`src/rtl/deserializer.sv`:
```
// Serial-to-parallel deserializer: assembles MSB-first frames into words.
// Ports: clk_i, arst_n_i, ser_data_i/ser_data_val_i in; deser_data_o/_mod_o/_val_o, err_o out.
module deserializer #(
    parameter int DATA_W  = 16,
    parameter int MOD_W   = 4,
    parameter int MIN_LEN = 3
) (
    input  logic              clk_i,
    input  logic              arst_n_i,
    input  logic              ser_data_i,
    input  logic              ser_data_val_i,
    output logic [DATA_W-1:0] deser_data_o,
    output logic [MOD_W-1:0]  deser_data_mod_o,
    output logic              deser_data_val_o,
    output logic              err_o
);

    localparam int CNT_W = MOD_W + 1;

    typedef enum logic {
        IDLE,
        RECV
    } state_t;

    state_t            state;
    logic [DATA_W-1:0] shreg;
    logic [CNT_W-1:0]  cnt;
    logic [CNT_W-1:0]  idx;
    logic [DATA_W-1:0] word_nxt;

    // Bit position for the incoming bit while in RECV (cnt is 1..DATA_W-1).
    assign idx = CNT_W'(DATA_W - 1) - cnt;

    always_comb begin
        word_nxt = shreg;
        word_nxt[idx[MOD_W-1:0]] = ser_data_i;
    end

    always_ff @(posedge clk_i or negedge arst_n_i) begin
        if (!arst_n_i) begin
            state            <= IDLE;
            shreg            <= '0;
            cnt              <= '0;
            deser_data_o     <= '0;
            deser_data_mod_o <= '0;
            deser_data_val_o <= 1'b0;
            err_o            <= 1'b0;
        end else begin
            deser_data_val_o <= 1'b0;
            err_o            <= 1'b0;
            unique case (state)
                IDLE: begin
                    if (ser_data_val_i) begin
                        shreg              <= '0;
                        shreg[DATA_W-1]    <= ser_data_i;
                        cnt                <= CNT_W'(1);
                        state              <= RECV;
                    end
                end
                RECV: begin
                    if (ser_data_val_i) begin
                        if (cnt == CNT_W'(DATA_W - 1)) begin
                            // Last bit of a full frame: emit at the same edge.
                            deser_data_o     <= word_nxt;
                            deser_data_mod_o <= '0;
                            deser_data_val_o <= 1'b1;
                            shreg            <= '0;
                            cnt              <= '0;
                            state            <= IDLE;
                        end else begin
                            shreg <= word_nxt;
                            cnt   <= cnt + CNT_W'(1);
                        end
                    end else begin
                        if (cnt >= CNT_W'(MIN_LEN)) begin
                            deser_data_o     <= shreg;
                            deser_data_mod_o <= cnt[MOD_W-1:0];
                            deser_data_val_o <= 1'b1;
                        end else begin
                            // Runt frame: drop it, keep previous output word.
                            err_o <= 1'b1;
                        end
                        shreg <= '0;
                        cnt   <= '0;
                        state <= IDLE;
                    end
                end
                default: state <= IDLE;
            endcase
        end
    end

endmodule

```
`config.mk`:
```
export PLATFORM = sky130hd
export DESIGN_NAME = deserializer
export DESIGN_NICKNAME = d
export VERILOG_FILES = /design/src/rtl/deserializer.sv
export SDC_FILE = /design/constraint.sdc
export NUM_CORES = 1
export LEC_CHECK = 0
export CELL_PAD_IN_SITES_DETAIL_PLACEMENT = 1
export CELL_PAD_IN_SITES_GLOBAL_PLACEMENT = 2
export CORE_ASPECT_RATIO = 1.4
export CORE_MARGIN = 10
export CORE_UTILIZATION = 37
export CTS_CLUSTER_DIAMETER = 150
export DETAILED_ROUTE_END_ITERATION = 8
export GPL_ROUTABILITY_DRIVEN = 1
export PLACE_DENSITY = 0.85
export SKIP_CTS_REPAIR_TIMING = 1
export SYNTH_ARGS = -nofsm -noshare
export SYNTH_HDL_FRONTEND = slang
export SYNTH_SLANG_ARGS = --single-unit
```
`constraint.sdc`:
```
create_clock -name clk_i -period 2.7 [get_ports clk_i]
set_input_delay 0.405 -clock clk_i [delete_from_list [all_inputs] [get_ports clk_i]]
set_output_delay 0.405 -clock clk_i [all_outputs]
set_load 0.01 [all_outputs]
```
; Yosys cells after proc, flatten, opt, wreduce, memory -nomap -nowiden
; Index checks and enable logic that the tools add are counted.
[op_classes]
bitwise_logic = 1
n_reduce_logical = 3
magnitude_cmp = 3
add_sub_neg = 2
mux = 28
n_eq_ne = 3
[op_table]
columns = operator, n
row1 = 16-bit two-way mux, 6
row2 = 16-bit one-hot mux with 2 select lines, 1
row3 = 16-bit bitwise mux, 1
row4 = 5-bit two-way mux, 3
row5 = 4-bit two-way mux, 3
row6 = 1-bit two-way mux, 11
row7 = 5-bit one-hot mux with 2 select lines, 1
row8 = 5-bit by 1-bit adder with 5-bit output (second input constant), 1
row9 = 5-bit by 4-bit == test with 1-bit output (second input constant), 1
row10 = 5-bit by 2-bit greater-or-equal comparator with 1-bit output (second input constant), 1
row11 = 4-bit by 5-bit < comparator with 1-bit output (second input constant), 1
row12 = 1-bit demux with 4-bit select, 1
row13 = 4-bit by 1-bit greater-or-equal comparator with 1-bit output (second input constant), 1
row14 = 4-bit subtractor (first input constant), 1
row15 = 3-bit AND reduction, 1
row16 = 2-bit by 1-bit inequality test with 1-bit output (second input constant), 1
row17 = 2-bit inequality test (second input constant), 1
row18 = 1-bit one-hot mux with 2 select lines, 1
row19 = 2-bit nonzero test, 1
row20 = 1-bit logical AND, 1
row21 = 1-bit NOT, 1
[totals]
input_bits = 4
out_inout_bits = 22
ff_bits = 44
wordCells = 47

; Logic depth before layout (Yosys ltp)
; Gate-level depths: netlist of the first run.
[depth]
ltp_word = 9
ltp_mapped = 7
mapped_depth_nobuf = 5

; Worst setup path after synthesis of the first run
; No wires, ideal clock.
[synth_path]
path_kind = register to register
startpoint = register cnt[1]
endpoint = register deser_data_o[10]
arrival_ps = 1956
path_stages_with_launch = 7
setup_time_ps = 125
period_less_slack_ps = 2081
path_slack_ps = 619
required_ps = 2575
path_buffers = 1
path_cell_list = dfrtp_1 -> ha_1 -> or4_4 -> a21oi_4 -> a21oi_4 -> buf_6 -> mux2_4
[synth_between]
elab_chain_len = 8
word_cells_on_any_way = 14
cone_classes = 1 x add/sub / 3 x order compare / 2 x eq/ne / 5 x mux / 3 x reduce/logical
[synth_lines]
columns = item, line_no
row1 = from (decl), 27  ; logic [CNT_W-1:0] cnt;
row2 = from (signal assigned), 72  ; cnt <= cnt + CNT_W'(1);
row3 = 4-bit subtractor, 32  ; assign idx = CNT_W'(DATA_W - 1) - cnt;
row4 = 4-bit by 5-bit < comparator with 1-bit output (not written as such) or 4-bit by 1-bit greater-or-equal comparator with 1-bit output (tied branches), 36  ; word_nxt[idx[MOD_W-1:0]] = ser_data_i;
row5 = 1-bit logical AND (not written as such), 36
row6 = 1-bit two-way mux (not written as such), 36
row7 = 1-bit demux with 4-bit select, 36
row8 = 16-bit bitwise mux, 36
row9 = 16-bit two-way mux, 62  ; if (cnt == CNT_W'(DATA_W - 1)) begin
row10 = 16-bit two-way mux, 61  ; if (ser_data_val_i) begin
row11 = to (signal assigned), 64  ; deser_data_o <= word_nxt;
row12 = to (signal assigned), 76  ; deser_data_o <= shreg;
row13 = to (decl), 12  ; output logic [DATA_W-1:0] deser_data_o,
; Several ways; a longest one is shown, not always the timed one. The select of a mux whose other input is x is not followed.
; A chain may end at the register's enable or synchronous reset.

; Final worst setup path of the first run
[layout_path]
startpoint = register cnt[0]
endpoint = register deser_data_o[13]
; The elaborated chain is that of the path after synthesis.

==> flow_metrics.env, run 1 <==
export IMPL_run_status="finished, final reports clean"
export IMPL_yosys_register_bits=44
export IMPL_vdd_ir_drop_max_uv=238
export IMPL_drt_vias_per_instance=5.55
export IMPL_finalSetupViolCount=0
export IMPL_wire_length_of_the_first_global_routing_pass_um=9520
export IMPL_critical_path_required_ps=2880
export IMPL_clock_tree_root_cell="sky130_fd_sc_hd__clkbuf_8"
export IMPL_synth_area_per_cell_um2=11.1
export IMPL_critical_path_startpoint_type="register"
export IMPL_synth_seq_area_share_pct=46.2
export IMPL_netlist_top_cells_area="sky130_fd_sc_hd__dfrtp_1, sky130_fd_sc_hd__mux2_2, sky130_fd_sc_hd__a22o_1, sky130_fd_sc_hd__mux2_4, sky130_fd_sc_hd__o21ai_0"
export IMPL_synth_async_sr_flop_share_pct=100
export IMPL_cts_tree="built"
export IMPL_achievable_frequency_mhz=444
export IMPL_total_grt_usage_pct=11.8
export IMPL_max_slew_margin_pct=33.8
export IMPL_synth_common_cells="sky130_fd_sc_hd__dfrtp_1, sky130_fd_sc_hd__mux2_2, sky130_fd_sc_hd__o21ai_0"
export IMPL_drt_initial_drc_count=79
export IMPL_cts_buffer_depth=2
export IMPL_layout_drive_gt1_share_pct=22.4
export IMPL_r2r_start="cnt[0]"
export IMPL_place_ws_ps=462
export IMPL_ratio_of_total_power_to_cell_area_nw_per_um2=534
export IMPL_yosysMostFrequentCell="sky130_fd_sc_hd__dfrtp_1"
export IMPL_finalClockSkew_ps=5.94
export IMPL_post_synth_num_cell_types=38
export IMPL_clk_pin_slew_worst_paths_ps=90
export IMPL_grt_max_degree=45
export IMPL_synth_edff_count=0
export IMPL_cellLeakagePower_nw=1.32
export IMPL_timing_critical_path_slowest_cell_delay_ps=510
export IMPL_drt_pass1_iter_count=4
export IMPL_crit_cells=6
export IMPL_tightestPinTransition_ps=993
export IMPL_timing_critical_path_cells="ha_1 -> or4_4 -> a21oi_4 -> a21oi_4 -> buf_12 -> mux2_1"
export IMPL_core_area_um2=6250
export IMPL_final_net_count=255
export IMPL_critPathMostFrequentCell="sky130_fd_sc_hd__a21oi_4"
export IMPL_synthDominantAreaCellType="sky130_fd_sc_hd__dfrtp_1"
export IMPL_timing_final_ws_setup_ps=448
export IMPL_mappedNetlistNets=226
export IMPL_final_max_slew_violation_count=0
export IMPL_synth_area_um2=2380
export IMPL_critical_path_slowest_cell="sky130_fd_sc_hd__dfrtp_1"
export IMPL_yosysWarningCount=0
export IMPL_r2r_end="deser_data_o[13]"
export IMPL_die_width_um=87.8
export IMPL_die_area_um2=10100
export IMPL_critPathBufInv=1
export IMPL_number_of_global_route_vias_before_repair=1856
export IMPL_dpl_hpwl_um=4040
export IMPL_boundaryPins=26
export IMPL_clkLatencyLatePin_ps=300
export IMPL_ant_nets=0
export IMPL_grt_overflow_total=0
export IMPL_area_growth_syn_to_layout_pct=19.5
export IMPL_critical_path_endpoint_type="register"
export IMPL_hold_path_class="in2async"
export IMPL_cp_top_family="flip-flops"
export IMPL_report_final_hold_viol_count=0
export IMPL_netlist_instances=215
export IMPL_setup_total_negative_slack_ps=0
export IMPL_cap_violations=0
export IMPL_synthFlopType="sky130_fd_sc_hd__dfrtp_1"
export IMPL_post_route_min_period_ps=2250
export IMPL_gp_routability_congestion=0.823
export IMPL_drt_total_wl_um=5660
export IMPL_crit_type="reg2reg"
export IMPL_cp_data_arrival_time_ps=2430
export IMPL_die_h_um=115
export IMPL_dr_total_vias=1758
export IMPL_setup_repair_after_global_routing_missed_its_margin="no"
export IMPL_rows=34
export IMPL_grt_antenna_before_repair=0
export IMPL_drc=0
export IMPL_final_critical_path_share_of_the_clock_period_pct=83.4
export IMPL_tritoncts_num_sinks=44
export IMPL_cts_buffers=5
export IMPL_initial_core_util_pct=38.1
export IMPL_antenna_cells=0
export IMPL_cts_htree_levels=2
export IMPL_r2r_worst_path_cells=6
export IMPL_numPortBuffers=25
export IMPL_r2r_slack_ps=450
export IMPL_critical_path_max_fanout=17
export IMPL_post_synth_top_area_share_pct=46.2
export IMPL_wl_per_cell_um=17.8
## routing by layer
layer | track usage (%) | up-vias | part of all wire, %
met5 | 0 | - | 0
met4 | 4.26 | 0 | 1.8
met3 | 2.55 | 9 | 3.8
met2 | 20.2 | 29 | 52
met1 | 14.1 | 882 | 42
li1 | - | 838 | -
## state kept, by name, indices dropped and copies added, names as in the netlist
name	count
err_o	1
deser_data_mod_o	4
deser_data_val_o	1
shreg	16
cnt	5
state	1
deser_data_o	16
## report_power, final
| group | switching (mW) | internal (mW) |
|---|---|---|
| clock network | 0.228 | 0.204 |
| logic | 0.171 | 0.165 |
| registers | 0.0448 | 0.707 |
## logic make-up (layout without fill, tap and decap cells)
kind of cell / Yosys count / after routing / share of synthesized area, %
muxes: 32 / 32 / 16.5
buffers and inverters: 19 / 49 / 3.41
and+or+nand+nor: 62 / 62 / 14.5
adders and majority gates: 7 / 7 / 3.67
DFF: 44 / 44 / 46.2
xor gates and xnor gates: 1 / 1 / 0.368
AOI/OAI and AO/OA: 50 / 50 / 15.3
## metrics by stage
| step | hold WS [ps] | cell area [um^2] | power, mW | cells | util [%] |
|---|---|---|---|---|---|
| CTS | 306 | 2850 | 1.55 | 317 | 45.5 |
| finish | 250 | 2850 | 1.52 | 317 | 45.5 |
| global placement | 481 | 2760 | 1.10 | 309 | 44.1 |
| floorplan | 109 | 2380 | 0.944 | 215 | - |
| detailed placement | 481 | 2760 | 1.11 | 309 | 44.1 |
| global route | 352 | 2850 | 1.61 | 317 | 45.5 |
## worst max path at each step
| stage | from | to | slack [ps] |
|---|---|---|---|
| 6_report | cnt[0] | deser_data_o[13] | 450 |
| 5_1_grt | cnt[0] | deser_data_o[13] | 330 |
| 4_1_cts | cnt[1] | deser_data_o[13] | 450 |
| 3_5_place_dp | cnt[0] | deser_data_o[13] | 460 |
| 3_3_place_gp | cnt[0] | deser_data_o[13] | 510 |
| 2_1_floorplan | cnt[1] | deser_data_o[10] | 620 |
## cell usage in the layout, fill, tap and decap left out, drive strengths merged, types with 6 or more instances in the layout
master	Yosys	layout
a22o	17	17
buf	4	13
nand3	9	9
ha	7	7
dfrtp	44	44
o21ai	21	21
and2	14	14
nand2	15	15
clkdlybuf4s50	0	24
mux2	32	32
clkbuf	11	6
## final cells by class
| type | instances | area (um^2) |
|---|---|---|
| Sequential cell | 44 | 1100 |
| Timing Repair Buffer | 37 | 348 |
| Tap cell | 72 | 90.1 |
| Clock buffer | 6 | 82.6 |
| Clock inverter | 2 | 10.0 |
| Fill cell | 676 | 3410 |
| Inverter | 4 | 15.0 |
| Multi-Input combinational cell | 152 | 1200 |
No activity file was read; power rests on OpenSTA's default activity.
==> run 2: changes to the inputs <==
CORE_UTILIZATION = 33   (was 37)
PLACE_DENSITY = 0.8   (was 0.85)
clock period = 1.9 ns   (was 2.7 ns; I/O delays follow)
==> run 2 against run 1 <==
Routed wire length is 12% higher. First-iteration DRC count grew 19%. Power is 46% higher. Largest power group unchanged. Non-clock buffer count is 28 higher. Combinational power is 80% higher. Critical endpoint is now deser_data_o[7]. Count of clock-buffer cells in the layout is the same. Die area rose by 9.6%. Critical path depth is the same. Maximum frequency rose by 19%. Clock power grew 27%. Setup slack worse by 440 ps.
==> flow_metrics.env, run 2 (synthesized netlist as in run 1, its figures left out) <==
export IMPL_cellLeakagePower_nw=1.46
export IMPL_final_max_slew_violation_count=0
export IMPL_grt_overflow_total=0
export IMPL_place_ws_ps=-176
export IMPL_die_h_um=121
export IMPL_vdd_ir_drop_max_uv=251
export IMPL_grt_max_degree=25
export IMPL_timing_critical_path_cells="ha_4 -> or4_4 -> a21oi_4 -> a21oi_4 -> buf_12 -> mux2_4"
export IMPL_timing_critical_path_slowest_cell_delay_ps=450
export IMPL_layout_cells_most_common_list="sky130_fd_sc_hd__dfrtp_1, sky130_fd_sc_hd__buf_4, sky130_fd_sc_hd__clkdlybuf4s50_1"
export IMPL_final_net_count=283
export IMPL_timing_final_ws_setup_ps=9.97
export IMPL_numPortBuffers=25
export IMPL_wire_length_of_the_first_global_routing_pass_um=10700
export IMPL_crit_type="reg2reg"
export IMPL_drt_initial_drc_count=94
export IMPL_initial_core_util_pct=34.1
export IMPL_cts_htree_levels=2
export IMPL_final_critical_path_share_of_the_clock_period_pct=99.5
export IMPL_critical_path_required_ps=2080
export IMPL_drt_total_wl_um=6340
export IMPL_layout_drive_gt1_share_pct=31.0
export IMPL_max_slew_margin_pct=64.8
export IMPL_cap_violations=0
export IMPL_total_grt_usage_pct=12.0
export IMPL_critPathMostFrequentCell="sky130_fd_sc_hd__a21oi_4"
export IMPL_boundaryPins=26
export IMPL_drt_pass1_iter_count=4
export IMPL_fin_cells=366
export IMPL_achievable_frequency_mhz=529
export IMPL_critical_path_endpoint_type="register"
export IMPL_dr_total_vias=1886
export IMPL_layout_cells_most_common="sky130_fd_sc_hd__dfrtp_1"
export IMPL_tightestPinTransition_ps=528
export IMPL_cts_buffers=5
export IMPL_core_area_um2=6980
export IMPL_critical_path_startpoint_type="register"
export IMPL_wl_per_cell_um=17.3
export IMPL_cp_data_arrival_time_ps=2070
export IMPL_die_width_um=91.8
export IMPL_rows=36
export IMPL_dp_cells=358
export IMPL_post_route_min_period_ps=1890
export IMPL_ratio_of_total_power_to_cell_area_nw_per_um2=706
export IMPL_drt_vias_per_instance=5.15
export IMPL_grt_antenna_before_repair=0
export IMPL_clock_tree_root_cell="sky130_fd_sc_hd__clkbuf_8"
export IMPL_report_final_hold_viol_count=0
export IMPL_hold_slack_ps=498
export IMPL_critical_path_slowest_cell="sky130_fd_sc_hd__dfrtp_2"
export IMPL_layout_top_registers="deser_data_o x16, shreg x16, cnt x5"
export IMPL_gp_routability_congestion=0.770
export IMPL_ant_nets=0
export IMPL_die_area_um2=11100
export IMPL_antenna_cells=0
export IMPL_finish_utilization_pct=44.8
export IMPL_dpl_hpwl_um=4720
export IMPL_run_status="finished, final reports clean"
export IMPL_drc=0
export IMPL_area_growth_syn_to_layout_pct=31.3
export IMPL_finalSetupViolCount=0
export IMPL_total_power_mw=2.21
export IMPL_clkLatencyLatePin_ps=290
export IMPL_hold_path_class="in2async"
export IMPL_tritoncts_num_sinks=44
export IMPL_finalClockSkew_ps=5.35
export IMPL_cts_tree="built"
export IMPL_number_of_global_route_vias_before_repair=2058
export IMPL_r2r_worst_path_cells=6
export IMPL_cts_buffer_depth=2
export IMPL_setup_repair_after_global_routing_missed_its_margin="yes"
export IMPL_critical_path_max_fanout=12
export IMPL_clk_pin_slew_worst_paths_ps=80
-- run 2: cell count changes in the layout (fill, tap and decap cells not counted), sizes merged --
cell | previous run | this run
buf | 13 | 40
clkinv | 2 | 0
dlygate4sd3 | 0 | 1
-- run 2: layer usage --
metal | share of wire, % | global-route usage (%) | vias up
met5 | 0 | 0 | -
met4 | 1.7 | 4.35 | 0
met3 | 3.0 | 2.60 | 6
met2 | 54 | 21.5 | 22
met1 | 41 | 13.6 | 971
li1 | - | - | 887
-- run 2: worst max-delay path, delay by kind of cell, from the launching register on --
family                   cells  cell delay [ps]
flip-flops                   1              450
AND/OR/NAND/NOR              1              430
multiplexers                 1              300
AO/OA/AOI/OAI                2              250
adder cells (fa/ha/maj)      1              170
buffers and inverters        1              160
-- run 2: area by class of cell --
type | count | area (um^2)
fillers | 762 | 3850
multi-input cells | 152 | 1220
flip-flops and latches | 44 | 1100
repair buffers | 65 | 598
well taps | 95 | 119
clock buffers | 6 | 72.6
inverters | 4 | 15.0
-- run 2: stage by stage --
| step | TNS (ps) | cell area, um^2 |
|---|---|---|
| finish | 0 | 3130 |
| global route | -570 | 3130 |
| CTS | -2.29 | 3100 |
| detailed placement | -2880 | 3030 |
| global placement | -1310 | 3030 |
| floorplan | -720 | 2400 |
-- run 2: worst paths after layout --
path | from | slack, ps | to
hold / removal | arst_n_i | 500 | shreg[2]
max in group asynchronous | arst_n_i | 890 | shreg[7]
setup reg to reg | cnt[0] | 10 | deser_data_o[7]
setup / recovery | cnt[0] | 10 | deser_data_o[7]
min in group clk_i | shreg[10] | 500 | shreg[10]
hold reg to reg | shreg[10] | 500 | shreg[10]
-- run 2: power by group --
group          switching (mW)  internal (mW)
Sequential             0.0530           1.01
Clock                   0.302          0.246
Combinational           0.289          0.316
Total                   0.645           1.57
==> run 3: changes to the inputs <==
PLACE_DENSITY = unset   (was 0.8)
PLACE_DENSITY_LB_ADDON = 0.1   (was unset)
==> run 3 against run 2 <==
The flow now finishes with violations (setup timing). Utilization grew 0.25 points. Global-route usage increased by 0.53 points. Count of clock-buffer cells in the layout up 1. Final cell count grew 1.1%. Combinational power up 2%. Routed wire length grew 8.1%. Sequential cell count unchanged. Largest cell class unchanged.
==> flow_metrics.env, run 3 (synthesized netlist as in run 1, its figures left out) <==
export IMPL_failed_checks="setup timing"
export IMPL_drc=0
export IMPL_final_critical_path_share_of_the_clock_period_pct=100
export IMPL_tightestPinTransition_ps=457
export IMPL_layout_cells_most_common="sky130_fd_sc_hd__dfrtp_1"
export IMPL_drt_vias_per_instance=5.06
export IMPL_grt_antenna_before_repair=0
export IMPL_boundaryPins=26
export IMPL_die_area_um2=11100
export IMPL_final_max_slew_violation_count=0
export IMPL_timing_critical_path_cells="ha_4 -> or4_4 -> a21oi_4 -> a21oi_4 -> buf_12 -> mux2_4"
export IMPL_max_slew_margin_pct=69.6
export IMPL_total_power_mw=2.26
export IMPL_grt_max_degree=22
export IMPL_critical_path_max_fanout=10
export IMPL_critical_path_endpoint_type="register"
export IMPL_number_of_global_route_vias_before_repair=2156
export IMPL_core_area_um2=6980
export IMPL_crit_type="reg2reg"
export IMPL_area_growth_syn_to_layout_pct=32.1
export IMPL_dp_cells=359
export IMPL_clk_pin_slew_worst_paths_ps=90
export IMPL_finalClockSkew_ps=11.9
export IMPL_drt_initial_drc_count=102
export IMPL_die_width_um=91.8
export IMPL_layout_cells_most_common_list="sky130_fd_sc_hd__dfrtp_1, sky130_fd_sc_hd__buf_4, sky130_fd_sc_hd__clkdlybuf4s50_1"
export IMPL_dpl_hpwl_um=4960
export IMPL_layout_drive_gt1_share_pct=32.7
export IMPL_cts_buffers=5
export IMPL_critical_path_slowest_cell="sky130_fd_sc_hd__dfrtp_2"
export IMPL_setup_repair_after_global_routing_missed_its_margin="yes"
export IMPL_final_net_count=285
export IMPL_layout_top_registers="deser_data_o x16, shreg x16, cnt x5"
export IMPL_post_route_min_period_ps=1900
export IMPL_dr_total_vias=1871
export IMPL_initial_core_util_pct=34.1
export IMPL_wl_per_cell_um=18.5
export IMPL_numPortBuffers=25
export IMPL_setup_total_negative_slack_ps=-7.61
export IMPL_cts_tree="built"
export IMPL_rows=36
export IMPL_gp_routability_congestion=0.828
export IMPL_critical_path_required_ps=2080
export IMPL_finalSetupViolCount=3
export IMPL_drt_pass1_iter_count=4
export IMPL_drt_total_wl_um=6850
export IMPL_cts_htree_levels=2
export IMPL_ant_nets=0
export IMPL_vdd_ir_drop_max_uv=353
export IMPL_achievable_frequency_mhz=525
export IMPL_timing_final_ws_setup_ps=-4.09
export IMPL_critical_path_startpoint_type="register"
export IMPL_hold_path_class="in2async"
export IMPL_ratio_of_total_power_to_cell_area_nw_per_um2=717
export IMPL_critPathBufInv=1
export IMPL_place_ws_ps=-116
export IMPL_grt_overflow_total=0
export IMPL_die_h_um=121
export IMPL_cap_violations=0
export IMPL_clock_tree_root_cell="sky130_fd_sc_hd__clkbuf_8"
export IMPL_wire_length_of_the_first_global_routing_pass_um=11300
export IMPL_cp_top_family="flip-flops"
export IMPL_total_grt_usage_pct=12.5
export IMPL_cp_data_arrival_time_ps=2080
export IMPL_critPathMostFrequentCell="sky130_fd_sc_hd__a21oi_4"
export IMPL_tritoncts_num_sinks=44
export IMPL_fin_cells=370
export IMPL_run_status="finished, violations left"
export IMPL_antenna_cells=0
export IMPL_clkLatencyLatePin_ps=300
export IMPL_cellLeakagePower_nw=1.46
export IMPL_timing_critical_path_slowest_cell_delay_ps=460
export IMPL_report_final_hold_viol_count=0
export IMPL_cts_buffer_depth=2
run 3: where the power goes:
| group | internal (mW) | total, mW | switching, mW | leakage, nW |
|---|---|---|---|---|
| Clock | 0.259 | 0.580 | 0.321 | 0.0422 |
| Sequential | 1.01 | 1.06 | 0.0539 | 0.592 |
| Combinational | 0.322 | 0.618 | 0.295 | 0.822 |
run 3: final timing paths:
check / to / start / slack, ps / cells past startpoint
worst min-delay path: err_o / arst_n_i / 470 / 2
worst max-delay path: deser_data_o[9] / cnt[0] / -4 / 6
worst min register to register: shreg[8] / shreg[8] / 500 / 1
worst max register to register: deser_data_o[9] / cnt[0] / -4 / 6
min in group clk_i: shreg[8] / shreg[8] / 500 / 1
max in group asynchronous: shreg[15] / arst_n_i / 840 / 3
run 3: layout make-up:
class | instances | area, um^2
inverters | 4 | 15.0
flip-flops and latches | 44 | 1100
well taps | 95 | 119
fillers | 783 | 3830
multi-input cells | 152 | 1240
clock inverters | 1 | 5.00
repair buffers | 67 | 592
clock buffers | 7 | 76.3
run 3: metal layers:
layer | track usage, % | routed length, um | vias to the layer above
met3 | 2.66 | 195 | 8
met1 | 14.1 | 2970 | 949
met2 | 23.0 | 3600 | 26
met4 | 3.87 | 89 | 0
met5 | 0 | 0 | -
li1 | - | - | 888
run 3: stage by stage:
stage          util (%)  hold WS, ps  area, um^2
3_3_place_gp       43.2          255        3010
2_1_floorplan         -        -10.6        2400
4_1_cts            44.3        -62.8        3100
5_1_grt            45.1          502        3150
3_5_place_dp       43.2          269        3010
6_report           45.1          466        3150
==> variant 1: new RTL, flow settings as in run 2 <==
Register the output `deser_data_o` once more, cleared by the reset; this adds one clock of latency there. The other outputs are not delayed to match.
--- a/src/rtl/deserializer.sv
+++ b/src/rtl/deserializer.sv
@@ -23,4 +23,6 @@
     } state_t;
 
+    logic [DATA_W-1:0] deser_data_s0;
+
     state_t            state;
     logic [DATA_W-1:0] shreg;
@@ -42,5 +44,5 @@
             shreg            <= '0;
             cnt              <= '0;
-            deser_data_o     <= '0;
+            deser_data_s0    <= '0;
             deser_data_mod_o <= '0;
             deser_data_val_o <= 1'b0;
@@ -62,5 +64,5 @@
                         if (cnt == CNT_W'(DATA_W - 1)) begin
                             // Last bit of a full frame: emit at the same edge.
-                            deser_data_o     <= word_nxt;
+                            deser_data_s0    <= word_nxt;
                             deser_data_mod_o <= '0;
                             deser_data_val_o <= 1'b1;
@@ -74,5 +76,5 @@
                     end else begin
                         if (cnt >= CNT_W'(MIN_LEN)) begin
-                            deser_data_o     <= shreg;
+                            deser_data_s0    <= shreg;
                             deser_data_mod_o <= cnt[MOD_W-1:0];
                             deser_data_val_o <= 1'b1;
@@ -91,4 +93,12 @@
     end
 
+    always_ff @(posedge clk_i or negedge arst_n_i) begin
+        if (!arst_n_i) begin
+            deser_data_o <= '0;
+        end else begin
+            deser_data_o <= deser_data_s0;
+        end
+    end
+
 endmodule
 
Check against the original RTL: not equivalent (a bounded check fails within 10 cycles, from zero or initial values and one cycle with arst_n_i low).
==> variant 1 against run 2 <==
Combinational power down 5.5%; synthesized area grew 21%; largest power group is now the clock network; setup slack better by 0.067 ns; wire length rose by 9.6%; design area increased by 18%; sequential cell count grew 16; total power grew 66%.
==> variant 1: results (changes against run 2) <==
Synthesis
The sequential fraction of the synthesis area came to 52.1% (+5.9 points). The synthesized net count is 250 (+11%). The post-synthesis adder-cell area fraction is 2.60% (-1.1 points).

Ranked by total cell area, the synthesized netlist is headed by dfrtp_1 52%, mux2_2 9.0%, mux2_4 4.7%, a31oi_1 2.6%, ha_1 2.6%. The parity-gate share of the synthesized area counting xor and xnor cells came to 0.304% (-0.064 points). The average size of a mapped cell is 12.0 µm² (+8.3%).

The post-synthesis cell type count is 40 (+5.3%).

Global route
The met1 global-route usage is 13.5% (-0.11 points). The pin count of the biggest net entering global routing is 34 (+36%). The overall fraction of global-route tracks in use came to 11.5% (-0.50 points). The met2 capacity usage during global routing came to 18.2% (-3.3 points).

Setup path
The largest fanout on the critical path came to 17 (+5). The number of cells traversed by the worst register-to-register path is 5 (-1). The arrival time of the worst setup path is 2.03 ns (-0.04 ns).

Detailed routing
The amount of wire on met3 after detailed routing is 251 µm (+32%). The detailed-route vias per instance came to 5.20 (+0.83%). The sum of routed wire segments on met1 is 2990 µm (+14%). The initial DRC count came to 132 (+40%).

The sum of routed wire length over all layers came to 6950 µm (+9.6%).

Place
The placement-stage worst setup slack is -0.146 ns (+0.0302 ns). The placed instance area was 0.00336 mm² (+11%). The final weighted congestion of routability-driven global placement was 0.798 (+3.7%).

Pwr
The leakage dissipation is 1.65 nW (+13%). The switching portion of total power is 24.4% (-4.8 points). The maximum ir drop on the vdd rail came to 0.540 mV (+120%). The power attributed to sequential cells is 1.45 mW (+37%).

Layout
The final-stage net count came to 293 (+3.5%). The share of final-layout standard cells stronger than drive strength 1 came to 29.2% (-1.8 points).

Clock network
The latest clock arrival within the worst-skew pair is 0.33 ns (+0.04 ns). The H-tree level count came to 3 (+1). The register clock-pin slew on the reported worst setup and hold paths was 0.05 ns (-0.03 ns).

Outcome
The run finished with clean final reports.
## variant 1: cell types whose count changed after synthesis, sizes merged, moves of 9 or more
cell	before	now
o21ai	21	4
dfrtp	44	60
and2	14	2
inv	4	16
a22o	17	6
a31oi	1	12
o22ai	0	11
nand2	15	6
## variant 1: critical path: cells and delay by family (launching register included)
kind            cells  cell delay, ns
compound gates      1            0.41
fa+ha+maj           1            0.20
buf+inv             1            0.17
flops               1            0.45
mux                 1            0.35
simple gates        1            0.11
## variant 1: worst max path at each step
stage / startpoint / end / slack (ns) / cells after the start
after floorplan: cnt[0]$_DFFE_PN0P_ / deser_data_s0[10]$_DFFE_PN0P_ / 0.006 / 6
after global placement: ser_data_val_i / deser_data_s0[14]$_DFFE_PN0P_ / -0.08 / 5
after detailed placement: ser_data_val_i / shreg[1]$_DFFE_PN0P_ / -0.15 / 5
after CTS: cnt[1]$_DFFE_PN0P_ / deser_data_s0[15]$_DFFE_PN0P_ / -0.05 / 5
after global routing: cnt[0]$_DFFE_PN0P_ / deser_data_s0[3]$_DFFE_PN0P_ / 0.01 / 5
final: cnt[0]$_DFFE_PN0P_ / deser_data_s0[15]$_DFFE_PN0P_ / 0.08 / 5
## variant 1: cell type report
cell class | instances | area, µm²
fill | 908 | 4860
sequential | 60 | 1500
multi-input combinational | 144 | 1230
timing repair buffer | 52 | 463
clock buffer | 12 | 256
tap | 105 | 131
inverter | 16 | 67.6
clock inverter | 4 | 47.5
## variant 1: kinds of logic (layout without fill, tap and decap cells)
| family | count (synthesis) | after routing |
|---|---|---|
| AO/OA/AOI/OAI | 45 | 45 |
| flip-flops | 60 | 60 |
| multiplexers | 33 | 33 |
| buffers and inverters | 36 | 84 |
| XOR/XNOR | 1 | 1 |
| adder cells (fa/ha/maj) | 6 | 6 |
| AND/OR/NAND/NOR | 59 | 59 |
==> variant 2: new RTL, config.mk and constraints of run 2 <==
Without the edit above. The parameter `DATA_W` goes from 16 to 32.
--- a/src/rtl/deserializer.sv
+++ b/src/rtl/deserializer.sv
@@ -2,5 +2,5 @@
 // Ports: clk_i, arst_n_i, ser_data_i/ser_data_val_i in; deser_data_o/_mod_o/_val_o, err_o out.
 module deserializer #(
-    parameter int DATA_W  = 16,
+    parameter int DATA_W  = 32,
     parameter int MOD_W   = 4,
     parameter int MIN_LEN = 3
Interface: changed (resized deser_data_o); port bits go from 26 to 42. The function was not compared with the original's and may differ.
==> variant 2 against run 2 <==
Non-clock buffer count down 3; clock skew up 0.0025 ns; die area increased by 6.6%; clock power increased by 33%; utilization down 2.5 points; sequential cell count rose by 2; total power rose by 3.4%; design area up 4.2%; setup slack gained 0.067 ns; wire length rose by 11%; synthesized area is 8.2% higher.
==> variant 2: results (changes against run 2) <==
Layout
The share of final-layout standard cells stronger than drive strength 1 is 27.9% (-3.1 points). The number of filler cells placed in the layout is 905 (+19%). The final-stage net count is 313 (+11%). The number of standard cells in the layout, taps in and fillers out came to 405 (+11%). The largest registers in the layout are deser_data_o x17, shreg x17, cnt x5. The final antenna diode count is 0 (unchanged).

Synthesis
The most instantiated flip-flop cell in the synthesis netlist is dfrtp_1. The average size of a mapped cell came to 10.1 µm² (-9.1%). Counting instances in the post-synthesis netlist gives the leading cell types as 46 x dfrtp_1, 24 x nand2_1, 20 x inv_1. The post-synthesis cell type count came to 38 (unchanged). The proportion of register bits with asynchronous set or reset after synthesis is 100% (unchanged). In the post-synthesis netlist, the biggest area contributors are dfrtp_1 45%, mux2_4 11%, mux2_2 5.7%, buf_4 4.7%, o22ai_1 3.6%. The sequential fraction of the synthesis area was 44.6% (-1.6 points). The total number of yosys warnings is 0 (unchanged).

Global route
The via count of the first global-routing pass is 2115 (+2.8%). The overall fraction of global-route tracks in use is 11.9% (-0.10 points). The pin count of the biggest net entering global routing came to 47 (+88%). The wire length of the first global-routing pass is 11200 µm (+4.2%). The initial antenna violation count is 0 (unchanged).

Clock network
The H-tree level count is 2 (unchanged). The tree is rooted in a clkbuf_8. The clock buffer count from CTS was 5 (unchanged). The register clock-pin slew on the reported worst setup and hold paths is approximately 0.090 ns. The number of buffers on the longest clock path is 2 (unchanged). The latest clock arrival within the worst-skew pair is 0.31 ns (+0.02 ns).

Timing
The final number of hold-violating endpoints is 0 (unchanged). The worst slack on hold paths is 0.0685 ns (-0.430 ns). The setup-violating endpoint count in the final report is 0 (unchanged). The worst-case clock skew was 0.00784 ns (+0.00249 ns). The worst slew slack as a fraction of its limit is 60.4% (-4.5 points).

Detailed routing
The total via count after detailed routing came to 1961 (+4.0%). The number of optimization iterations in the first detailed-route pass is 4 (unchanged). The initial DRC count came to 91 (-3.2%). The average routed wire per standard cell is 17.3 µm (about the same).

Setup path
The slowest cell on the critical path is dfrtp_2. The reg2reg setup slack is 0.08 ns (+0.07 ns). The number of cells traversed by the worst register-to-register path came to 6 (unchanged). The arrival time of the worst setup path came to 2.01 ns (-0.06 ns).

The most critical setup path has its startpoint at cnt[0]$_DFFE_PN0P_. The worst reg2reg path endpoint is deser_data_o[3]$_DFFE_PN0P_. The launching point of the worst reg2reg path is cnt[0]$_DFFE_PN0P_. The largest fanout on the critical path was 6 (-6).

In this design, the stage delay of the slowest critical-path cell is around 0.46 ns.

Place
The count of input and output buffers is 26 (+4.0%). The final weighted congestion of routability-driven global placement is 0.801 (+4.1%). The HPWL after detailed placement is 5030 µm (+6.6%).

The count of placed standard cells including taps is 394 (+10%).

Pwr
The leakage dissipation is 1.53 nW (+4.8%). The maximum ir drop on the vdd rail is 0.438 mV (+75%).

Outcome
The run finished with clean final reports.

Hold path
The worst min-delay path class is primary input to asynchronous set/reset pin.
## variant 2: metal layers
metal,track usage [%],part of all wire (%),routed length (µm)
met2,19.7,52,3640
met3,2.77,3.4,237
met1,14.2,43,3020
met5,0,0,0
met4,4.86,1.7,117
## variant 2: per-stage QoR
step	setup TNS (ns)	worst slack [ns]	utilization (%)	cell area [µm²]
2_1_floorplan	0	0.106	-	2630
6_report	0	0.0773	42.3	3260
4_1_cts	-0.0169	-0.0124	41.6	3200
3_3_place_gp	0	0.0136	40.2	3090
5_1_grt	-0.000535	-0.000535	42.3	3260
3_5_place_dp	-0.182	-0.0329	40.2	3090
## variant 2: how the worst max path moves through the flow
| stage | slack [ns] | cells after the start | end |
|---|---|---|---|
| finish | 0.08 | 6 | deser_data_o[3]$_DFFE_PN0P_ |
| floorplan | 0.11 | 7 | deser_data_o[10]$_DFFE_PN0P_ |
| CTS | -0.01 | 6 | deser_data_o[15]$_DFFE_PN0P_ |
| global placement | 0.01 | 6 | deser_data_o[6]$_DFFE_PN0P_ |
| detailed placement | -0.03 | 6 | deser_data_o[15]$_DFFE_PN0P_ |
| global route | -0.0005 | 6 | deser_data_mod_o[3]$_DFFE_PN0P_ |
## variant 2: power by group
group | leakage, nW | switching, mW | internal (mW)
registers | 0.627 | 0.0401 | 1.03
clock network | 0.0524 | 0.337 | 0.394
logic | 0.851 | 0.239 | 0.250
total | 1.53 | 0.617 | 1.67
## variant 2: final cells by class
cell class / count / area, µm² / share of cell area, %
multi-input combinational: 169 / 1200 / 36.9
sequential: 46 / 1150 / 35.4
timing repair buffer: 62 / 597 / 18.3
tap: 100 / 125 / 3.84
clock buffer: 7 / 76.3 / 2.34
inverter: 20 / 75.1 / 2.30
clock inverter: 1 / 30.0 / 0.921
## variant 2: logic make-up after synthesis
kind of cell | Yosys count | synth area share [%]
AO/OA/AOI/OAI | 52 | 11.7
adder cells (fa/ha/maj) | 5 | 2.42
AND/OR/NAND/NOR | 64 | 12.7
buffers and inverters | 55 | 11.3
flip-flops | 46 | 44.6
multiplexers | 33 | 17.1
other | 1 | 0.145
## variant 2: worst max-delay path, delay by kind of cell, from the launching register on
kind,cells,cell delay (ns)
compound gates,1,0.19
simple gates,2,0.34
fa+ha+maj,1,0.21
flops,1,0.46
mux,1,0.33
buf+inv,1,0.15
